### config.mk
export PLATFORM = sky130hd
export DESIGN_NAME = pc_gen_stage
export DESIGN_NICKNAME = d
export VERILOG_FILES = /design/src/rtl/pc_gen_stage.sv
export SDC_FILE = /design/constraint.sdc
export NUM_CORES = 1
export LEC_CHECK = 0
export CELL_PAD_IN_SITES_DETAIL_PLACEMENT = 1
export CELL_PAD_IN_SITES_GLOBAL_PLACEMENT = 1
export CORE_ASPECT_RATIO = 0.8
export CORE_MARGIN = 2
export CORE_UTILIZATION = 35
export DETAILED_ROUTE_END_ITERATION = 8
export GPL_TIMING_DRIVEN = 1
export PLACE_DENSITY = 0.95
export SYNTH_ARGS = -nofsm -noshare
export SYNTH_HDL_FRONTEND = slang
export SYNTH_SLANG_ARGS = --single-unit
### constraint.sdc
create_clock -name clk -period 13.4 [get_ports clk]
set_input_delay 3.35 -clock clk [delete_from_list [all_inputs] [get_ports clk]]
set_output_delay 3.35 -clock clk [all_outputs]
set_load 0.02 [all_outputs]
### src/rtl/pc_gen_stage.sv
// Purpose : fetch program-counter generator with trap/return/jump redirect and a one-entry pending-redirect buffer.
// Latency : a redirect on an advance cycle (cpu_stat_pc=1) appears on pc the next cycle; a stalled redirect is applied at the next advance.
// Backpres: cpu_stat_pc=0 holds pc; a redirect seen during the stall is buffered (higher rank replaces) rather than dropped.
//
// Ports:
//   clk, rst            - clock, synchronous active-high reset
//   cpu_start/_adr      - load a start word address at the next advance
//   cpu_stat_pc         - PC advance enable
//   ecall_ex, g_interrupt, g_exception, int_cause, mtvec_mode, csr_mtvec_ex - trap request and vector base
//   mret_ex/sret_ex/uret_ex, csr_mepc_ex/csr_sepc_ex/csr_uepc_ex           - return requests and targets
//   jmp_ex, jmp_adr_ex  - taken branch/jump and target
//   pc, pc_excep        - fetch word address, PC to record in xEPC
//   redirect_pend       - pending buffer occupied
//   redirect_fire       - pulse: pc was loaded from a redirect on the previous edge
module pc_gen_stage #(
  parameter int            AW        = 30,
  parameter logic [AW-1:0] RESET_ADR = '0,
  parameter int            CW        = 5
) (
  input  logic          clk,
  input  logic          rst,
  input  logic          cpu_start,
  input  logic [AW-1:0] cpu_start_adr,
  input  logic          cpu_stat_pc,
  input  logic          ecall_ex,
  input  logic          g_interrupt,
  input  logic          g_exception,
  input  logic [CW-1:0] int_cause,
  input  logic          mtvec_mode,
  input  logic [AW-1:0] csr_mtvec_ex,
  input  logic          jmp_ex,
  input  logic          mret_ex,
  input  logic          sret_ex,
  input  logic          uret_ex,
  input  logic [AW-1:0] csr_mepc_ex,
  input  logic [AW-1:0] csr_sepc_ex,
  input  logic [AW-1:0] csr_uepc_ex,
  input  logic [AW-1:0] jmp_adr_ex,
  output logic [AW-1:0] pc,
  output logic [AW-1:0] pc_excep,
  output logic          redirect_pend,
  output logic          redirect_fire
);

  // Encoding doubles as priority: a numerically larger class outranks a smaller one.
  typedef enum logic [1:0] {
    CLS_NONE = 2'd0,
    CLS_JMP  = 2'd1,
    CLS_RET  = 2'd2,
    CLS_TRAP = 2'd3
  } cls_e;

  // Vector sum is formed wide enough for either operand, then truncated (mod 2^AW).
  localparam int SW = (AW > CW) ? AW : CW;

  logic [AW-1:0] r_pc;
  logic [AW-1:0] r_pend_adr;
  logic [AW-1:0] r_ecall_pc;
  logic          r_start_ld;
  logic          r_pend;
  logic          r_pend_ecall;
  logic          r_fire;
  cls_e          r_pend_cls;

  logic          w_trap;
  logic          w_ret;
  cls_e          w_live_cls;
  logic [SW-1:0] w_vec_sum;
  logic [AW-1:0] w_trap_adr;
  logic [AW-1:0] w_ret_adr;
  logic [AW-1:0] w_live_adr;
  logic [AW-1:0] w_pc_inc;
  logic          w_take_pend;
  logic          w_redir;
  logic [AW-1:0] w_redir_adr;
  logic          w_ecall_cap;
  logic          w_ecall_src;

  always_comb begin
    w_trap     = ecall_ex | g_interrupt | g_exception;
    w_ret      = mret_ex | sret_ex | uret_ex;
    w_vec_sum  = SW'(csr_mtvec_ex) + SW'(int_cause);
    // Only interrupts are vectored; exceptions and ecall always use the base.
    w_trap_adr = (mtvec_mode & g_interrupt) ? w_vec_sum[AW-1:0] : csr_mtvec_ex;
    w_ret_adr  = mret_ex ? csr_mepc_ex : (sret_ex ? csr_sepc_ex : csr_uepc_ex);

    w_live_cls = CLS_NONE;
    w_live_adr = jmp_adr_ex;
    if (w_trap) begin
      w_live_cls = CLS_TRAP;
      w_live_adr = w_trap_adr;
    end else if (w_ret) begin
      w_live_cls = CLS_RET;
      w_live_adr = w_ret_adr;
    end else if (jmp_ex) begin
      w_live_cls = CLS_JMP;
    end

    w_pc_inc    = r_pc + AW'(1);
    // Live wins ties, so the buffer is used only when it strictly outranks.
    w_take_pend = r_pend & (r_pend_cls > w_live_cls);
    w_redir     = r_pend | (w_live_cls != CLS_NONE);
    w_redir_adr = w_take_pend ? r_pend_adr : w_live_adr;

    // A buffered ecall records its PC only when it is actually applied; pc
    // has been frozen since the ecall was seen, so r_pc is still its PC.
    w_ecall_cap = cpu_stat_pc & (ecall_ex | (~r_start_ld & w_take_pend & r_pend_ecall));
    w_ecall_src = ecall_ex | (r_pend & r_pend_ecall);

    // Bypass the value being captured so xEPC sees it in the same cycle.
    if (w_ecall_src & ~g_interrupt & ~g_exception) begin
      pc_excep = w_ecall_cap ? r_pc : r_ecall_pc;
    end else begin
      pc_excep = w_pc_inc;
    end
  end

  always_ff @(posedge clk) begin
    if (rst) begin
      r_pc         <= RESET_ADR;
      r_start_ld   <= 1'b0;
      r_pend       <= 1'b0;
      r_pend_adr   <= '0;
      r_pend_cls   <= CLS_NONE;
      r_pend_ecall <= 1'b0;
      r_ecall_pc   <= '0;
      r_fire       <= 1'b0;
    end else begin
      r_fire <= 1'b0;
      if (w_ecall_cap) begin
        r_ecall_pc <= r_pc;
      end
      if (cpu_stat_pc) begin
        r_start_ld   <= 1'b0;
        r_pend       <= 1'b0;
        r_pend_cls   <= CLS_NONE;
        r_pend_ecall <= 1'b0;
        if (r_start_ld) begin
          r_pc <= cpu_start_adr;
        end else if (w_redir) begin
          r_pc   <= w_redir_adr;
          r_fire <= 1'b1;
        end else begin
          r_pc <= w_pc_inc;
        end
      end else begin
        if (cpu_start) begin
          r_start_ld <= 1'b1;
        end
        if ((w_live_cls != CLS_NONE) && (!r_pend || (w_live_cls > r_pend_cls))) begin
          r_pend       <= 1'b1;
          r_pend_adr   <= w_live_adr;
          r_pend_cls   <= w_live_cls;
          r_pend_ecall <= ecall_ex;
        end
      end
    end
  end

  assign pc            = r_pc;
  assign redirect_pend = r_pend;
  assign redirect_fire = r_fire;

endmodule

Word level (Yosys, flattened, before mapping):

Cells that the tools add are included.

* bits in registers: 96
* output and inout port bits: 62
* logic and storage cells: 52

* $lt $le $gt $ge: 2
* reduce and logical (&&, ||, !) cells: 7
* multiplexer cells: 14
* bitwise operators: 19
* add/subtract/negate cells: 2

Operator list (count)
* 2-to-1 mux 30 bit: 10
* adder 30 x 1 -> 30 bit (second input constant): 1
* adder 30 x 5 -> 30 bit: 1
* bitwise AND 1 bit: 8
* OR 1 bit: 7
* > comparator 2 bit: 2
* 2-to-1 mux 2 bit: 2
* NOT 1 bit: 4
* OR reduction 3 bit: 1
* 2-to-1 mux 1 bit: 2
* AND reduction 2 bit: 1
* nonzero test 2 bit: 1
* OR reduction 2 bit: 1
* logical AND 1 bit: 1
* logical NOT 1 bit: 1
* logical OR 1 bit: 1

Logic depth before layout (Yosys ltp):

Gate-level depths: netlist (run 1).

* word-level depth: 12
* mapped depth: 15
* gate-level depth less buffers: 10

Least setup slack after synthesis (run 1):

No wires, ideal clock.

* kind: in2out
* start point: in g_interrupt
* end point: out pc_excep[27]
* data arrival time: 6.064 ns
* slack: 3.986 ns
* stages: 14
* path through: buf_6 -> or3_1 -> buf_2 -> buf_1 -> buf_1 -> a21oi_1 -> ha_1 -> nand2b_1 -> a41o_1 -> nand2_1 -> nand2_1 -> clkbuf_1 -> nor2_1 -> a211oi_1

* cells in the longest elaborated chain, start to end: 11

RTL lines
* start: declaration: RTL line 26 `input logic g_interrupt,`
* OR 1 bit (2 in a row): RTL line 80 `w_trap = ecall_ex | g_interrupt | g_exception;`
* 2-to-1 mux 2 bit: RTL line 89 `if (w_trap) begin`
* > comparator 2 bit: RTL line 101 `w_take_pend = r_pend & (r_pend_cls > w_live_cls);`
* bitwise AND 1 bit: RTL line 101
* bitwise AND 1 bit (2 in a row): RTL line 107 `w_ecall_cap = cpu_stat_pc & (ecall_ex | (~r_start_ld & w_take_pend & r_pend_ecall));`
* OR 1 bit: RTL line 107
* bitwise AND 1 bit: RTL line 107
* 2-to-1 mux 30 bit
* 2-to-1 mux 30 bit (*): RTL line 111 `if (w_ecall_src & ~g_interrupt & ~g_exception) begin`
* end: declaration: RTL line 40 `output logic [AW-1:0] pc_excep,`

Mark *: on every way between the ends. The rest lies on a longest branch, timed or not.

Worst setup path in the final report (run 1):

* start point: in ecall_ex
* end point: out pc_excep[16]

* cells in the longest elaborated chain, start to end: 11

RTL lines
* start: declaration: RTL line 25 `input logic ecall_ex,`
* OR 1 bit (2 in a row): RTL line 80
* 2-to-1 mux 2 bit: RTL line 89
* named net w_live_cls[1]: RTL line 67 `cls_e w_live_cls;`
* > comparator 2 bit: RTL line 101
* bitwise AND 1 bit: RTL line 101
* bitwise AND 1 bit (2 in a row): RTL line 107
* OR 1 bit: RTL line 107
* bitwise AND 1 bit: RTL line 107
* 2-to-1 mux 30 bit
* 2-to-1 mux 30 bit: RTL line 111

The timed path passes the listed nets, and every way through them passes these cells.

==> summary.md, run 1 <==
| Metric | Value |
|---|---|
| Status | `complete, no violations` |
| Total of max-cap violations | `0` |
| Routability cong. | `0.9147` |
| DP Wirelength | `27.80 mm` |
| Number of enable flip-flop cells after synthesis | `0` |
| Combinational family with the most area after synthesis | `compound AO/OA/AOI/OAI gates` |
| Sequential share of power | `0.377` |
| CTS tree | `done` |
| Syn avg cell area | `6.970 um2` |
| Pre-CTS worst setup slack | `2423 ps` |
| # nets final | `1485` |
| Tcrit/Tclk final | `0.8274` |
| P_leak | `3.744 nW` |
| Main flop type after synthesis | `dfxtp_1` |
| Initial antenna violation count | `1` |
| RSZ-0062 raised after global routing | `no` |
| Core area | `21380 um2` |
| DR vias | `9862` |
| Drt initial violations | `936` |
| Final Hold Viols | `0` |
| Class of the worst hold path | `reg2reg` |
| Detailed Route WL | `36.43 mm` |
| Slew margin rel. | `0.1332` |
| Reg2Reg Setup Slack | `10210 ps` |
| Post-synthesis mux area share | `0.03796` |
| Setup Skew | `8.605 ps` |
| Final WS setup | `2312 ps` |
| WP data arrival | `7740 ps` |
| Slew @ Worst Pin | `1293 ps` |
| FF-to-FF Start | `pc[9]` |
| Internal power | `0.5922 mW` |
| TNS Setup | `0 ps` |
| Compound-Gate Fraction of Synth Area | `0.3212` |
| Crit Path Max Fanout | `36` |
| Cells along the critical path | `clkdlybuf4s50_1 -> or3_1 -> buf_4 -> nor2_1 -> inv_1 -> ha_1 -> nand2b_1 -> a41oi_1 -> nor2_1 -> buf_4 -> nor2_1 -> a22oi_1 -> nand2_1 -> clkdlybuf4s50_1` |
| Hold Path Stages | `2` |
| Cts hold-fix bufs | `0` |
| Post-Synth Adder-Cell Area | `0.01591` |
| Total CTS buffers | `9` |
| Die Height | `135.4 um` |
| Placed insts | `1543` |
| Largest stage delay, worst path | `670 ps` |
| Asr flop ratio synth | `0` |
| Crit. End Element | `output port` |
| Final setup vio count | `0` |
| FP Rows | `48` |
| Synthesis-stage register bit count | `96` |
| Pin count of the biggest net entering global routing | `62` |
| Routed vias/inst | `6.334` |
| ANT cells | `0` |
| Family with the most delay on the worst path | `buffers and inverters` |
| Slowest-stage cell, CP | `nor2_1` |
| Top Ports | `259` |
| Total Power | `0.8797 mW` |
| Minimum clock period | `11090 ps` |
| R2R Path End | `pc[29]` |
| Area growth, synth to finish | `39.78%` |
| Post-synthesis sequential area ratio | `0.2546` |
| Simple-Gate Fraction of Synth Area | `0.2725` |
| CTS root buffer | `clkbuf_16` |
| Initial DRT Pass Iterations | `5` |
| Yosys top cell by area | `dfxtp_1` |
| Ranking of synthesized cells by area | `dfxtp_1 25%, nand2_1 9.2%, a21oi_1 6.8%` |
| Worst reg2reg path depth | `6` |
| Worst endpoint required time | `10050 ps` |
| Hold Path Sink | `r_pend_adr[26]` |
| Clock-pin slew on the worst setup and hold paths | `60 ps` |
| Netlist cell types | `72` |
| Pwr dens | `83.37 nW/um2` |
| Max-slew violations | `0` |
| Mapped Cells | `1083` |
| Crit path buffers/inverters | `5` |
| Die width | `168.2 um` |
| DRC | `0` |
| Maximum achievable frequency | `0.09019 GHz` |
| Hold path start | `r_pend_adr[26]` |
| Cell mode on critical path | `nor2_1` |
| Die footprint | `22770 um2` |
| VDD IR max | `0.05526 mV` |
| Xor and xnor area share after synthesis | `0.03481` |
| CTS max path bufs | `2` |
| Finished Layout Cells | `1557` |
| Vias in the first global route | `9968` |
| First-pass GRT wire length | `56.04 mm` |
| Crit path kind | `in2out` |
| # port buffers | `258` |
| Wire length per cell | `23.40 um` |
| Buffer count from post-CTS setup fixing | `0` |
| GRT Total Usage | `0.3153` |
| ANT nets after route | `0` |
| Post-CTS resize count | `0` |
| Synth Warn # | `0` |
| Net switching fraction of the power | `0.3268` |
| Share of cells above drive strength 1 | `0.04758` |
| Initial Utilization | `0.3531` |
| Synth top area share | `0.2546` |
| Syn nets | `1289` |
| H-Tree Depth | `3` |
| Final core utilization | `0.4935` |
| Critical path startpoint category | `input pin` |
| Clock power frac | `0.310` |
| Switch Pwr | `0.2875 mW` |
| Netlist Area Pre-Place | `7548 um2` |
| Worst skew pair latency | `360 ps` |
| Clk sinks | `96` |
| Comb power frac | `0.313` |
| GRT overflow | `0` |
final cells by class:
type | instances | area (um2)
fill | 2707 | 10830
multi-input combinational | 873 | 5182
timing repair buffer | 277 | 2715
sequential | 96 | 1922
tap | 275 | 344.1
clock buffer | 12 | 266.5
inverter | 22 | 82.58
clock inverter | 2 | 38.79
cells by family (layout without fill, tap and decap cells):
kind of cell | count (synthesis) | count (layout)
xor gates and xnor gates | 30 | 30
and+or+nand+nor | 429 | 429
muxes | 28 | 28
adders and majority gates | 9 | 9
DFF | 96 | 96
AOI/OAI and AO/OA | 377 | 377
buffers and inverters | 114 | 313
worst max-delay path by stage:
| stage | from | endpoint | depth (start not counted) |
|---|---|---|---|
| 6_report | ecall_ex | pc_excep[16] | 14 |
| 5_1_grt | ecall_ex | pc_excep[16] | 14 |
| 4_1_cts | ecall_ex | pc_excep[16] | 14 |
| 3_5_place_dp | ecall_ex | pc_excep[16] | 14 |
| 3_3_place_gp | ecall_ex | pc_excep[26] | 14 |
| 2_1_floorplan | g_interrupt | pc_excep[27] | 14 |
metrics by stage:
stage               instance area (um2)  hold slack (ps)
detailed placement                10250            448.2
floorplan                          7548            431.7
CTS                               10550            456.6
finish                            10550            456.5
global placement                  10250            438.0
global route                      10550            476.0
layer usage:
layer	GRT usage	up-vias	wire, um	part of all wire
met5	0	-	0	0
met4	0.1307	0	1507	0.041
met3	0.07274	118	3337	0.092
met2	0.5131	521	16740	0.46
met1	0.4048	4802	14850	0.41
li1	-	4421	-	-
worst register-to-register path: cells and delay by family, from the launching register on:
family	cells	cell delay (ps)
compound gates	2	550
simple gates	4	1910
flops	1	630
state kept, by name, summed over array words and instances (netlist names):
name,flops
r_pend_cls,2
r_ecall_pc,30
r_pend_ecall,1
r_start_ld,1
redirect_fire,1
r_pend_adr,30
pc,30
redirect_pend,1
cells in the final DEF (no fill, tap or decap), drive strengths merged, types with 8 or more instances in the layout:
cell and n:
clkdlybuf4s50 256, nand2 186, a21oi 103, dfxtp 96, o21ai 92, nor2 71, nand3 37, nand4 30
nor3 30, a22oi 27, o211ai 24, mux2i 23, inv 22, buf 21, o22ai 20, xnor2 19
nor4 18, a221oi 17, a211oi 16, and3 15, clkbuf 12, xor2 11, a31oi 9, and4 8
o31a 8, ha 8
cell usage after synthesis, types with 4 or more instances:
| cell | count |
|---|---|
| o31a_1 | 8 |
| a21o_1 | 4 |
| mux2_2 | 5 |
| a221o_1 | 4 |
| dfxtp_1 | 96 |
| xor2_1 | 11 |
| o21ai_0 | 73 |
| nand3_1 | 37 |
| a221oi_1 | 17 |
| nor2_1 | 71 |
| buf_2 | 16 |
| mux2i_1 | 23 |
| nand4_1 | 28 |
| and4_1 | 8 |
| a211oi_1 | 15 |
| nor3_1 | 27 |
| o21a_1 | 7 |
| ha_1 | 8 |
| a41oi_1 | 4 |
| a211o_1 | 4 |
| inv_1 | 21 |
| nand2b_1 | 7 |
| nand3b_1 | 6 |
| clkbuf_1 | 59 |
| a21oi_1 | 103 |
| a31oi_1 | 9 |
| or3_1 | 6 |
| o21ai_1 | 19 |
| nand2_1 | 185 |
| and3_1 | 15 |
| xnor2_1 | 19 |
| buf_1 | 11 |
| a22oi_1 | 27 |
| o221ai_1 | 5 |
| o22ai_1 | 20 |
| nor4_1 | 16 |
| or4_1 | 5 |
| a222oi_1 | 5 |
| o211ai_1 | 24 |
power by group through the flow:
stage | Clock (mW) | Combinational (mW) | Sequential [mW]
after floorplan | 0 | 0.131 | 0.331
after global placement | 0 | 0.262 | 0.336
after detailed placement | 0 | 0.270 | 0.337
after CTS | 0.274 | 0.272 | 0.331
after global routing | 0.282 | 0.294 | 0.334
final | 0.273 | 0.275 | 0.332
Power figures use the tool's default switching activity.
==> run 2: changes to the inputs <==
--- a/config.mk
+++ b/config.mk
@@ -9,10 +9,10 @@
 export CELL_PAD_IN_SITES_GLOBAL_PLACEMENT = 1
 export CORE_ASPECT_RATIO = 0.8
 export CORE_MARGIN = 2
-export CORE_UTILIZATION = 35
+export CORE_UTILIZATION = 32
 export DETAILED_ROUTE_END_ITERATION = 8
 export GPL_TIMING_DRIVEN = 1
-export PLACE_DENSITY = 0.95
+export PLACE_DENSITY = 0.88
 export SYNTH_ARGS = -nofsm -noshare
 export SYNTH_HDL_FRONTEND = slang
 export SYNTH_SLANG_ARGS = --single-unit
==> constraint.sdc (replaced) <==
create_clock -name clk -period 10.3 [get_ports clk]
set_input_delay 2.575 -clock clk [delete_from_list [all_inputs] [get_ports clk]]
set_output_delay 2.575 -clock clk [all_outputs]
set_load 0.02 [all_outputs]
==> run 2 against run 1 <==
Against the previous run:
- critical path depth decreased by 1
- first-iteration DRC count rose by 0.43%
- cell area rose by 0.46%
- die area is 9.1% higher
- core utilization shrank 3.8 points
- via count decreased by 0.63%
- non-clock buffer count stayed put
- wire length is 0.12% lower
- highest routed layer unchanged
- sequential power is 30% higher
- sequential share of layout area is 0.084 points lower
- flip-flop and latch count unchanged
==> summary.md, run 2 (synthesized netlist as in run 1, its figures left out) <==
| Metric | Value |
|---|---|
| Clk sinks | `96` |
| Net switching fraction of the power | `0.3353` |
| Pre-CTS worst setup slack | `1022 ps` |
| Clock-pin slew on the worst setup and hold paths | `70 ps` |
| Crit. End Element | `output port` |
| Area growth, synth to finish | `40.43%` |
| Maximum achievable frequency | `0.1070 GHz` |
| Die footprint | `24840 um2` |
| Crit path kind | `in2out` |
| TNS Setup | `0 ps` |
| Share of cells above drive strength 1 | `0.04907` |
| Clock power frac | `0.310` |
| DP Area | `10290 um2` |
| First-pass GRT wire length | `56.06 mm` |
| Initial antenna violation count | `0` |
| Wire length per cell | `22.80 um` |
| DP Wirelength | `27.75 mm` |
| Tcrit/Tclk final | `0.9075` |
| Internal power | `0.7599 mW` |
| WP data arrival | `6770 ps` |
| FP Rows | `50` |
| Sequential share of power | `0.377` |
| # port buffers | `258` |
| Drt initial violations | `940` |
| ANT nets after route | `0` |
| DRC | `0` |
| Switch Pwr | `0.3833 mW` |
| Total Power | `1.143 mW` |
| Die Height | `141.4 um` |
| P_leak | `3.743 nW` |
| Total CTS buffers | `9` |
| Hold slack | `457.2 ps` |
| Finished Layout Cells | `1596` |
| # nets final | `1485` |
| Comb power frac | `0.313` |
| Placed insts | `1580` |
| Max-slew violations | `0` |
| GRT overflow | `0` |
| Minimum clock period | `9348 ps` |
| Core area | `23270 um2` |
| Pin count of the biggest net entering global routing | `62` |
| Crit Path Max Fanout | `30` |
| DR vias | `9800` |
| RSZ-0062 raised after global routing | `no` |
| Cts hold-fix bufs | `0` |
| Critical path startpoint category | `input pin` |
| Routability cong. | `0.8751` |
| CTS root buffer | `clkbuf_16` |
| Slew @ Worst Pin | `1072 ps` |
| Total of max-cap violations | `0` |
| Final WS setup | `952.4 ps` |
| Detailed Route WL | `36.39 mm` |
| Leading cell types in the layout, fill and taps excluded | `256 x clkdlybuf4s50_1, 185 x nand2_1, 103 x a21oi_1` |
| Status | `complete, no violations` |
| Pwr dens | `107.8 nW/um2` |
| Initial Utilization | `0.3244` |
| Die width | `175.7 um` |
| Slew margin rel. | `0.2854` |
| Final Cell Area | `10600 um2` |
| Routed vias/inst | `6.140` |
| Vias in the first global route | `9800` |
| CTS tree | `done` |
| Worst endpoint required time | `7730 ps` |
| Final setup vio count | `0` |
| Class of the worst hold path | `reg2reg` |
| Worst skew pair latency | `360 ps` |
| GRT Total Usage | `0.2868` |
| CTS max path bufs | `2` |
| Top Ports | `259` |
| Setup Skew | `9.941 ps` |
| Post-CTS resize count | `0` |
| H-Tree Depth | `3` |
| Most common cell after layout, fill and taps aside | `clkdlybuf4s50_1` |
| VDD IR max | `0.07190 mV` |
| ANT cells | `0` |
| Final core utilization | `0.4555` |
| Final Hold Viols | `0` |
| Initial DRT Pass Iterations | `5` |
| Buffer count from post-CTS setup fixing | `0` |
-- run 2: cell count changes in the layout (fill, tap and decap cells not counted), sizes merged --
cell | before | now
clkinvlp | 0 | 1
clkinv | 1 | 4
clkbuf | 12 | 10
-- run 2: cell type report --
| type | instances | area [um2] |
|---|---|---|
| inverter | 22 | 82.58 |
| tap | 312 | 390.4 |
| fill | 2909 | 12670 |
| clock inverter | 6 | 68.82 |
| multi-input combinational | 873 | 5182 |
| clock buffer | 10 | 239.0 |
| timing repair buffer | 277 | 2715 |
| sequential | 96 | 1922 |
-- run 2: worst max-delay path, cell delays in order --
cell and delay, ps:
clkdlybuf4s50_1 550, or3_1 440, nor2_1 250, inv_1 110, ha_1 310, nand2b_1 130
a41oi_1 330, nor2_1 80, buf_4 270, nor2_1 780, a21oi_1 160, o21ai_0 140
clkdlybuf4s50_1 640
-- run 2: power groups by stage --
| stage | Clock (mW) | Combinational (mW) | Sequential, mW |
|---|---|---|---|
| after floorplan | 0 | 0.170 | 0.430 |
| after global placement | 0 | 0.345 | 0.437 |
| after detailed placement | 0 | 0.352 | 0.438 |
| after CTS | 0.357 | 0.355 | 0.429 |
| after global routing | 0.375 | 0.383 | 0.434 |
| final | 0.354 | 0.358 | 0.431 |
-- run 2: final timing paths --
| path | start | to | slack (ps) | cells past startpoint |
|---|---|---|---|---|
| min | r_pend_adr[12] | r_pend_adr[12] | 460 | 2 |
| max reg2reg | pc[0] | pc[22] | 7230 | 7 |
| max | ecall_ex | pc_excep[11] | 950 | 13 |
| min reg2reg | r_pend_adr[12] | r_pend_adr[12] | 460 | 2 |
-- run 2: metal layers --
| metal | vias up | global-route usage | wire length (um) |
|---|---|---|---|
| met4 | 0 | 0.06960 | 819 |
| met3 | 50 | 0.04341 | 2495 |
| met2 | 410 | 0.4764 | 17150 |
| li1 | 4435 | - | - |
| met1 | 4905 | 0.3914 | 15920 |
| met5 | - | 0 | 0 |
